[src/rtl/rr_arbiter8.sv]
// -----------------------------------------------------------------------------
// rr_arbiter8 -- round-robin arbiter sharing one resource among 8 requesters.
//
// A winner is chosen from the request vector by scanning upward from a
// rotating priority pointer. The winner keeps the grant until it asserts done,
// drops its request, or has held the grant for MAX_HOLD cycles. After every
// release the pointer moves to the slot after the previous owner, and there is
// one idle cycle before the next grant.
//
// Handshake: req[i] is a level. Once requester i sees grant_oh[i]=1 it owns the
// resource until it pulses done for one cycle, drops req[i], or the arbiter
// revokes the grant (timeout pulses for one cycle while grant_valid=0). done is
// ignored while no grant is held.
//
// Ports
//   clk          in   1  clock, all state updates on posedge
//   rst          in   1  synchronous active-high reset
//   req          in   8  request vector, bit i = requester i
//   done         in   1  owner release strobe
//   grant_valid  out  1  1 while a grant is held
//   grant_idx    out  3  index of the current owner, 0 when idle
//   grant_oh     out  8  one-hot grant bus, 0 when idle
//   timeout      out  1  1-cycle pulse after a grant is revoked by MAX_HOLD
//   dbg_state    out  1  FSM state (0 = IDLE, 1 = GRANT)
// -----------------------------------------------------------------------------

// 3-to-8 one-hot decoder used to build the grant bus.
module decoder3to8 (
    input  logic [2:0] sel,
    output logic [7:0] y
);
    always_comb begin
        y      = 8'h00;
        y[sel] = 1'b1;
    end
endmodule

module rr_arbiter8 #(
    parameter int MAX_HOLD = 16,
    parameter int CNT_W    = 8
) (
    input  logic       clk,
    input  logic       rst,
    input  logic [7:0] req,
    input  logic       done,
    output logic       grant_valid,
    output logic [2:0] grant_idx,
    output logic [7:0] grant_oh,
    output logic       timeout,
    output logic       dbg_state
);

    typedef enum logic {
        IDLE  = 1'b0,
        GRANT = 1'b1
    } state_t;

    state_t           state, state_n;
    logic [2:0]       ptr, ptr_n;
    logic [2:0]       idx_r, idx_n;
    logic [CNT_W-1:0] hold_cnt, hold_n;
    logic             timeout_r, timeout_n;

    logic [2:0]       win_idx;
    logic             win_found;
    logic [2:0]       cand;
    logic             owner_req;
    logic             hold_at_max;
    logic [7:0]       dec_out;

    // Winner scan: walk offsets from 7 down to 0 so that the smallest offset
    // from ptr (highest priority) is the last one written and therefore wins.
    always_comb begin
        win_found = 1'b0;
        win_idx   = ptr;
        cand      = ptr;
        for (int i = 7; i >= 0; i--) begin
            cand = ptr + 3'(i);
            if (req[cand]) begin
                win_found = 1'b1;
                win_idx   = cand;
            end
        end
    end

    assign owner_req   = req[idx_r];
    assign hold_at_max = (hold_cnt == CNT_W'(MAX_HOLD));

    // Next-state logic.
    always_comb begin
        state_n   = state;
        ptr_n     = ptr;
        idx_n     = idx_r;
        hold_n    = hold_cnt;
        timeout_n = 1'b0;
        case (state)
            IDLE: begin
                if (win_found) begin
                    state_n = GRANT;
                    idx_n   = win_idx;
                    hold_n  = CNT_W'(1);
                end
            end
            GRANT: begin
                if (done || !owner_req || hold_at_max) begin
                    state_n   = IDLE;
                    idx_n     = 3'd0;
                    ptr_n     = idx_r + 3'd1;
                    // A voluntary release on the same edge as the limit wins.
                    timeout_n = hold_at_max && !done && owner_req;
                end else if (hold_cnt != {CNT_W{1'b1}}) begin
                    hold_n = hold_cnt + CNT_W'(1);
                end
            end
            default: begin
                state_n = IDLE;
                idx_n   = 3'd0;
            end
        endcase
    end

    always_ff @(posedge clk) begin
        if (rst) begin
            state     <= IDLE;
            ptr       <= 3'd0;
            idx_r     <= 3'd0;
            hold_cnt  <= '0;
            timeout_r <= 1'b0;
        end else begin
            state     <= state_n;
            ptr       <= ptr_n;
            idx_r     <= idx_n;
            hold_cnt  <= hold_n;
            timeout_r <= timeout_n;
        end
    end

    decoder3to8 u_dec (
        .sel (idx_r),
        .y   (dec_out)
    );

    assign grant_valid = (state == GRANT);
    assign grant_idx   = idx_r;
    assign grant_oh    = dec_out & {8{grant_valid}};
    assign timeout     = timeout_r;
    assign dbg_state   = state;

endmodule

[config.mk]
export PLATFORM = sky130hd
export DESIGN_NAME = rr_arbiter8
export DESIGN_NICKNAME = d
export VERILOG_FILES = /design/src/rtl/rr_arbiter8.sv
export SDC_FILE = /design/constraint.sdc
export NUM_CORES = 1
export LEC_CHECK = 0
export BUFFER_PORTS_ARGS = -buffer_cell sky130_fd_sc_hd__buf_4
export CORE_MARGIN = 2
export CORE_UTILIZATION = 53
export DETAILED_ROUTE_END_ITERATION = 7
export GPL_TIMING_DRIVEN = 0
export PLACE_DENSITY_LB_ADDON = 0.25
export SLEW_MARGIN = 20
export SYNTH_ARGS = -nofsm -noshare
export SYNTH_HDL_FRONTEND = slang
export SYNTH_HIERARCHICAL = 1
export SYNTH_SLANG_ARGS = --single-unit
[constraint.sdc]
create_clock -name clk -period 3.4 [get_ports clk]
set_clock_uncertainty 0.2 [all_clocks]
set_input_delay 0.34 -clock clk [delete_from_list [all_inputs] [get_ports clk]]
set_output_delay 0.34 -clock clk [all_outputs]
set_load 0.01 [all_outputs]
Word-level counts from Yosys, hierarchy flattened

Cells that the tools add are included.

Register bits: 16
Input bits: 11
Output and inout bits: 14
Logic and storage cells: 90

Add/sub/neg operators: 9
$lt $le $gt $ge: 10
Equality and inequality tests: 6
Mux-type cells: 46
Bitwise gates (word level): 3
Reduce and logical (&&, ||, !) cells: 11

Operator list:

| operator            | count |
|---|---|
| $lt 3x4->1 const B  | 9 |
| $mux 3              | 10 |
| $bmux 1 s3          | 9 |
| $mux 8              | 3 |
| $mux 1              | 20 |
| $pmux 8 s2          | 1 |
| $add 3x3->3 const B | 4 |
| $add 8x1->8 const B | 1 |
| $and 8x8->8         | 1 |
| $eq 8x5->1 const B  | 1 |
| $ne 8x8->1 const B  | 1 |
| $add 3x1->3 const B | 2 |
| $add 3x2->3 const B | 2 |
| $pmux 3 s2          | 1 |
| $ne 2x1->1 const B  | 2 |
| $ne 2x2->1 const B  | 2 |
| $reduce_and 2->1    | 2 |
| $demux 1 s3         | 1 |
| $ge 3x1->1 const B  | 1 |
| $logic_and 1x1->1   | 3 |
| $reduce_and 3->1    | 1 |
| $reduce_or 3->1     | 1 |
| $logic_not 1->1     | 2 |
| $logic_or 1x1->1    | 2 |
| 2 further kinds     | 3 |

Logic depth before layout (Yosys ltp)

Gate-level depths: netlist (run 1).

Depth in word-level cells: 13
Gate-level depth with buffers: 14
Mapped depth without buffers: 9

By module

Netlist (run 1), hierarchy kept.

By module, submodules not included:

| module      | times used | cells each | area an instance (µm²) | seq. area each (µm²) |
|---|---|---|---|---|
| rr_arbiter8 | 1          | 222        | 1,931.9                | 320.3 |
| decoder3to8 | 1          | 8          | 65.1                   | 0.0 |

Worst setup path before layout (run 1)

OpenSTA, ideal clock, no wires.

Kind: flip-flop to flip-flop
Start point: register ptr[1]
End point: register idx_r[1] (netlist: grant_idx[1])
Setup time: 0.079 ns
Arrival time: 3.265 ns
Data required time: 3.121 ns
Setup slack: -0.144 ns
Cell stages (with the launch flop): 15
Buffers on the path: 5
Clock period less this slack: 3.544 ns
Cells stage by stage: dfxtp_1 -> buf_1 -> clkbuf_8 -> inv_1 -> ha_1 -> clkbuf_2 -> buf_2 -> mux2_2 -> a311oi_1 -> a32oi_1 -> or4_1 -> buf_6 -> o21ai_4 -> a21oi_1 -> a211oi_2

Longest elaborated chain between the ends: 13
Elaborated cells between the ends (all ways): 43
Those cells by class: add/sub: 7; eq/ne: 1; mux: 34; reduce/logical: 1

Ends and longest elaborated chain:

| what                                                  | RTL line | RTL |
|---|---|---|
| from (decl)                                           | 59       | `logic [2:0] ptr, ptr_n;` |
| from (signal assigned)                                | 131      | `ptr <= ptr_n;` |
| $add 3x3->3                                           | 78       | `cand = ptr + 3'(i);` |
| $bmux 1 s3                                            | 79       | `if (req[cand]) begin` |
| $mux 1 (implied by the code)                          | 79       |  |
| $mux 3 / $mux 1 (equally long branches) (8 in a row)  | 79       |  |
| $mux 3 / $ne 2x2->1 (equally long branches)           | --       |  |
| $pmux 3 s2 / $reduce_and 2->1 (equally long branches) | --       |  |
| to (signal assigned)                                  | 132      | `idx_r <= idx_n;` |
| to (decl)                                             | 60       | `logic [2:0] idx_r, idx_n;` |

Parallel ways exist; a longest one is shown, timed or not. The select of a mux whose other input is x is not followed.
A chain may end at the register's enable or synchronous reset.

Worst setup path after layout (run 1)

Start point: register ptr[1]
End point: register hold_cnt[4]

Longest elaborated chain between the ends: 13
Elaborated cells between the ends (all ways): 33
Those cells by class: add/sub: 7; eq/ne: 1; mux: 24; reduce/logical: 1

Ends and longest elaborated chain:

| what                           | RTL line | RTL |
|---|---|---|
| $add 3x3->3                    | 78       |  |
| $bmux 1 s3                     | 79       |  |
| $mux 1 (implied by the code)   | 79       |  |
| $mux 1 (7 in a row)            | 79       |  |
| $mux 1 (*)                     | 79       |  |
| $ne 2x2->1 (no line) (*)       | --       |  |
| $reduce_and 3->1 (no line) (*) | --       |  |
| to (signal assigned)           | 133      | `hold_cnt <= hold_n;` |
| to (decl)                      | 61       | `logic [CNT_W-1:0] hold_cnt, hold_n;` |

Mark *: on every way between the ends. The rest lies on a longest branch, timed or not. The select of a mux whose other input is x is not followed.

==> flow_summary_export.csv, run 1 <==
group,metric,value,unit
outcome,status,"finished clean",
power,leakage,1.00,nW
yosys,synth.avg_cell_area,8.68,um^2
drt,vias,1914,
sta,worst_slew_pin_slew,555,ps
placement,gp_congestion,0.861,
setup_path,cpPeakStageDelay,630,ps
layout,layout_common_cells,"buf_4, nor2_1, nand2_1, dfxtp_1, inv_1",
setup_path,worstPathRequired,3330,ps
setup_path,crit_family,"simple AND/OR/NAND/NOR gates",
setup_path,critPathArrivalTime,3240,ps
die,coreArea,3630,um^2
flow_run,cap_violations,0,
global_routing,grt_overflow,0,
clock_network,clock_latency,250,ps
sta,slew_headroom,0.630,
global_routing,grt_pass1_wl,8.40,mm
drt,ant_nets,0,
layout,layout_commonest_cell,"buf_4",
yosys,ys_types,64,
yosys,synthFlopType,"dfxtp_1",
clock_network,cts_tree,"done",
layout,finish.instance_area,2370,um^2
die,die_y,65.4,um
sta,fin_hold_ws,230,ps
yosys,synth_edf_count,0,
sta,rsz0062_at_grt,"no",
clock_network,htreeDepth,1,
placement,dp_worst_setup_slack,-443,ps
die,start_util,0.550,
die,fp-row-count,22,
clock_network,cts_hold_buf,0,
clock_network,cts-root-buf,"clkbuf_8",
placement,dp_hpwl,3.52,mm
drt,wirelength,4.92,mm
global_routing,gr-usage-all-layers,0.245,
clock_network,clock_path_buffers,2,
yosys,postSynthCellCount,230,
placement,io_buffers,22,
power,ir_drop,269,uV
clock_network,cts.sinks,16,
drt,wl_per_cell,15.9,um
yosys,synth-seq-area-share,0.160,
setup_path,critPathKind,"flip-flop to flip-flop",
clock_network,cts_buffers,3,
die,fp.dieW,65.4,um
yosys,synth_area,2000,um^2
die,dieArea,4270,um^2
clock_network,path_clk_slew,60,ps
setup_path,crit_buf_inv,3,
sta,finalWorstSetupSlack,90.0,ps
setup_path,critPathMaxFanout,9,
drt,routed_via_density,6.17,
sta,setup_viol,0,
global_routing,first_global_vias,1763,
layout,drive_gt1_frac,0.324,
yosys,ys_warn_count,6,
drt,dr.pass1.iters,4,
yosys,synth_nets,246,
die,io_pins,25,
layout,num_antenna_cells,0,
layout,final_nets,280,
setup_path,worst_setup_path_end_kind,"flip-flop",
sta,period_share,0.974,
yosys,synth-async-reset-ratio,0,
sta,finalHoldViolations,0,
setup_path,start_kind,"flip-flop",
placement,postPlaceCellArea,2220,um^2
sta,period_needed,3310,ps
yosys,yosys_register_bits,16,
setup_path,path_cells,"buf_12 > inv_1 > ha_4 > buf_6 > mux2_2 > a222oi_1 > a32oi_2 > or4_4 > nand4_1 > xor2_1 > nor2_1",
layout,fin_util,0.653,
drt,drc,0,
power,power.density,484,nW/um^2
layout,syn2layout_area_growth,18.8,%
sta,clock.fmax,302,MHz
global_routing,antenna_found_initial,0,
global_routing,grt_start_max_net_pins,20,
sta,report.final.slew_viol_count,0,
drt,drt-initial-drc-count,102,
min_path,hold_path_class,"input port to flip-flop",
setup_path,slowest_stage,"or4_4",
state kept, by name, indices dropped and copies added (netlist names):
register   cells
dbg_state      1
grant_idx      3
timeout        1
hold_cnt       8
ptr            3
worst reg2reg max path, stage by stage, from the launching register on:
cell      delay [ps]
dfxtp_4          380
buf_12           130
inv_1             90
ha_4             270
buf_6            120
mux2_2           340
a222oi_1         540
a32oi_2          150
or4_4            630
nand4_1          140
xor2_1           150
nor2_1            60
routing by layer:
metal	vias up	part of all wire	track usage	wire length, um
met3	3	0.059	0.0428	292
met5	-	0	0	0
li1	922	-	-	-
met4	0	0.0016	0.0339	8
met1	924	0.47	0.363	2320
met2	65	0.47	0.381	2300
metrics by stage:
step,instances,total power [W],TNS (ps)
after global routing,310,0.00125,0
after global placement,300,0.000916,-4200
final,310,0.00115,0
after detailed placement,300,0.000925,-4570
after CTS,307,0.00111,0
after floorplan,230,0.000769,0
synthesized netlist by cell type (all sizes together), types with 9 or more instances:
cell type | n | share of area
a21oi | 13 | 0.033
and2 | 9 | 0.029
clkbuf | 9 | 0.033
inv | 14 | 0.026
nor2 | 19 | 0.036
nand2 | 17 | 0.032
mux4 | 12 | 0.15
dfxtp | 16 | 0.16
mux2i | 11 | 0.057
xor2 | 9 | 0.039
cell families after synthesis:
logic type      synth area share
simple gates               0.236
flops                      0.160
mux                        0.245
xor+xnor                  0.0476
compound gates             0.185
fa+ha+maj                 0.0313
buf+inv                   0.0952
what timing repair did:
| action | in CTS | in global routing |
|---|---|---|
| gates cloned | 0 | 0 |
| buffers inserted | 5 | 6 |
| pin swaps | 3 | 7 |
| gates resized for setup | 13 | 11 |
| setup endpoints to repair | 12 | 10 |
worst paths after layout:
kind / slack (ps) / from / endpoint / cells after the start
setup / recovery: 90 / ptr[1]$_SDFFE_PP0P_ / hold_cnt[4]$_SDFFE_PP0P_ / 11
hold / removal: 230 / rst / grant_idx[0]$_SDFFE_PP0P_ / 3
setup reg to reg: 90 / ptr[1]$_SDFFE_PP0P_ / hold_cnt[4]$_SDFFE_PP0P_ / 11
hold reg to reg: 350 / hold_cnt[6]$_SDFFE_PP0P_ / hold_cnt[6]$_SDFFE_PP0P_ / 2
report_power, final:
part	switching (W)	internal, W
Clock	0.0000592	0.0000784
Combinational	0.000372	0.000378
Sequential	0.0000514	0.000210
layout make-up:
type                       count  area [um^2]
multi-input combinational    182         1520
buffer                        13          124
timing repair buffer          33          248
fill                         318         1260
inverter                      15         56.3
tap                           48         60.1
clock buffer                   3         41.3
sequential                    16          328
Power figures use the tool's default switching activity.
==> inputs of run 2 (changes only) <==
--- a/config.mk
+++ b/config.mk
@@ -11,6 +11,7 @@
 export DETAILED_ROUTE_END_ITERATION = 7
 export GPL_TIMING_DRIVEN = 0
 export PLACE_DENSITY_LB_ADDON = 0.25
+export RECOVER_POWER = 50
 export SLEW_MARGIN = 20
 export SYNTH_ARGS = -nofsm -noshare
 export SYNTH_HDL_FRONTEND = slang
==> flow_summary_export.csv, run 2 (synthesis gave the netlist of run 1 again) <==
group,metric,value,unit
clock_network,cts-root-buf,"clkbuf_8",
setup_path,critPathArrivalTime,3240,ps
flow_run,cap_violations,0,
setup_path,cpPeakStageDelay,630,ps
layout,register_area,328,um^2
clock_network,clock_path_buffers,2,
die,coreArea,3630,um^2
placement,dp_hpwl,3.52,mm
drt,dr.pass1.iters,5,
setup_path,r2r_slack,90,ps
min_path,worstHoldEndpoint,"grant_idx[0]$_SDFFE_PP0P_",
clock_network,clock_latency,240,ps
sta,worst_slew_pin_slew,558,ps
layout,finish.instance_area,2350,um^2
global_routing,grt_overflow,0,
layout,layout_common_cells,"buf_4, nor2_1, nand2_1, dfxtp_1, inv_1",
placement,gp_congestion,0.861,
power,ir_drop,243,uV
layout,multi_input_area,1520,um^2
drt,wirelength,4.89,mm
setup_path,r2r_cells,11,
setup_path,worstPathRequired,3330,ps
drt,wl_per_cell,15.8,um
global_routing,grt_start_max_net_pins,20,
layout,drive_gt1_frac,0.294,
setup_path,path_cells,"buf_12 > inv_1 > ha_4 > buf_6 > mux2_2 > a222oi_1 > a32oi_2 > or4_4 > nand4_1 > xor2_1 > nor2_1",
min_path,min_from,"rst",
layout,layout_commonest_cell,"buf_4",
die,fp-row-count,22,
die,fp.dieW,65.4,um
global_routing,grt_util_met1,0.363,
drt,drt-initial-drc-count,107,
clock_network,cts_buffers,3,
layout,final_nets,280,
sta,finalHoldViolations,0,
setup_path,start_kind,"flip-flop",
sta,fin_hold_ws,229,ps
global_routing,gr-usage-all-layers,0.245,
clock_network,htreeDepth,1,
clock_network,path_clk_slew,60,ps
layout,num_antenna_cells,0,
clock_network,cts_hold_buf,0,
layout,fin_util,0.646,
clock_network,cts_tree,"done",
layout,largest_register,"hold_cnt",
setup_path,worstReg2RegStart,"ptr[1]$_SDFFE_PP0P_",
sta,rsz0062_at_grt,"no",
power,leakage,0.965,nW
setup_path,slowest_stage,"or4_4",
sta,period_needed,3310,ps
die,start_util,0.550,
die,io_pins,25,
sta,period_share,0.974,
power,power.density,484,nW/um^2
layout,fill_cells,328,
placement,io_buffers,22,
sta,slew_headroom,0.628,
die,die_y,65.4,um
setup_path,critPathKind,"flip-flop to flip-flop",
global_routing,antenna_found_initial,0,
placement,postPlaceCellArea,2220,um^2
global_routing,grt_use_met2,0.381,
setup_path,r2r_end,"hold_cnt[4]$_SDFFE_PP0P_",
sta,report.final.slew_viol_count,0,
die,dieArea,4270,um^2
drt,vias,1909,
min_path,hold_depth,3,
layout,syn2layout_area_growth,17.5,%
global_routing,first_global_vias,1763,
setup_path,critPathMaxFanout,9,
drt,drc,0,
global_routing,grt_use_met3,0.0428,
drt,ant_nets,0,
sta,setup_viol,0,
outcome,status,"finished clean",
drt,routed_via_density,6.16,
clock_network,cts.sinks,16,
sta,clock.fmax,302,MHz
global_routing,grt_pass1_wl,8.40,mm
setup_path,worst_setup_path_end_kind,"flip-flop",
layout,largest_register_ffs,8,
min_path,hold_path_class,"input port to flip-flop",
global_routing,top_usage_layer,"met2",
-- run 2: cell count changes in the layout (fill, tap and decap cells not counted), moves of 6 or more --
cell,previous run,this run
buf_4,35,27
and2_1,8,2
clkbuf_1,3,10
and2_0,0,6
-- run 2: cell type report --
type	instances	area share
buffer	13	0.0528
clock buffer	3	0.0176
multi-input combinational	182	0.646
tap	48	0.0256
timing repair buffer	33	0.0944
sequential	16	0.140
inverter	15	0.0240
-- run 2: worst max-delay path, delay by kind of cell, from the launching register on --
kind / cells / cell delay (ps)
and+or+nand+nor: 3 / 830
DFF: 1 / 380
muxes: 1 / 340
adders and majority gates: 1 / 270
buffers and inverters: 3 / 340
xor gates and xnor gates: 1 / 150
AOI/OAI and AO/OA: 2 / 690
-- run 2: power by group --
part	switching (W)	leakage, nW	internal, W
sequential	0.0000512	0.132	0.000210
clock	0.0000589	0.0216	0.0000784
combinational	0.000373	0.812	0.000365
-- run 2: layer usage --
metal  vias up  part of all wire
li1        920                 -
met2        68              0.46
met5         -                 0
met4         0            0.0061
met3         5             0.067
met1       916              0.47
-- run 2: worst max path at each step --
stage                              from  slack (ps)  cells past startpoint                         to
floorplan           ptr[1]$_SDFFE_PP0P_          20                     14  grant_idx[1]$_SDFFE_PP0P_
global placement    ptr[1]$_SDFFE_PP0P_        -410                     14  grant_idx[1]$_SDFFE_PP0P_
detailed placement  ptr[1]$_SDFFE_PP0P_        -440                     14  grant_idx[1]$_SDFFE_PP0P_
CTS                 ptr[0]$_SDFFE_PP0P_          20                     14  grant_idx[1]$_SDFFE_PP0P_
global route        ptr[1]$_SDFFE_PP0P_           7                     11   hold_cnt[2]$_SDFFE_PP0P_
finish              ptr[1]$_SDFFE_PP0P_          90                     11   hold_cnt[4]$_SDFFE_PP0P_
-- run 2: stage by stage --
step	setup TNS, ps	cells	power, W	setup slack (ps)
after CTS	0	307	0.00111	18.3
final	0	310	0.00114	89.5
after global placement	-4200	300	0.000916	-412
after floorplan	0	230	0.000769	19.2
after global routing	0	310	0.00123	6.51
after detailed placement	-4570	300	0.000925	-443
-- run 2: repair_timing --
item,4_1_cts,5_1_grt
pin swaps,3,7
gates resized for setup,13,11
setup endpoints to repair,12,10
cloned,0,0
buffers inserted,5,6
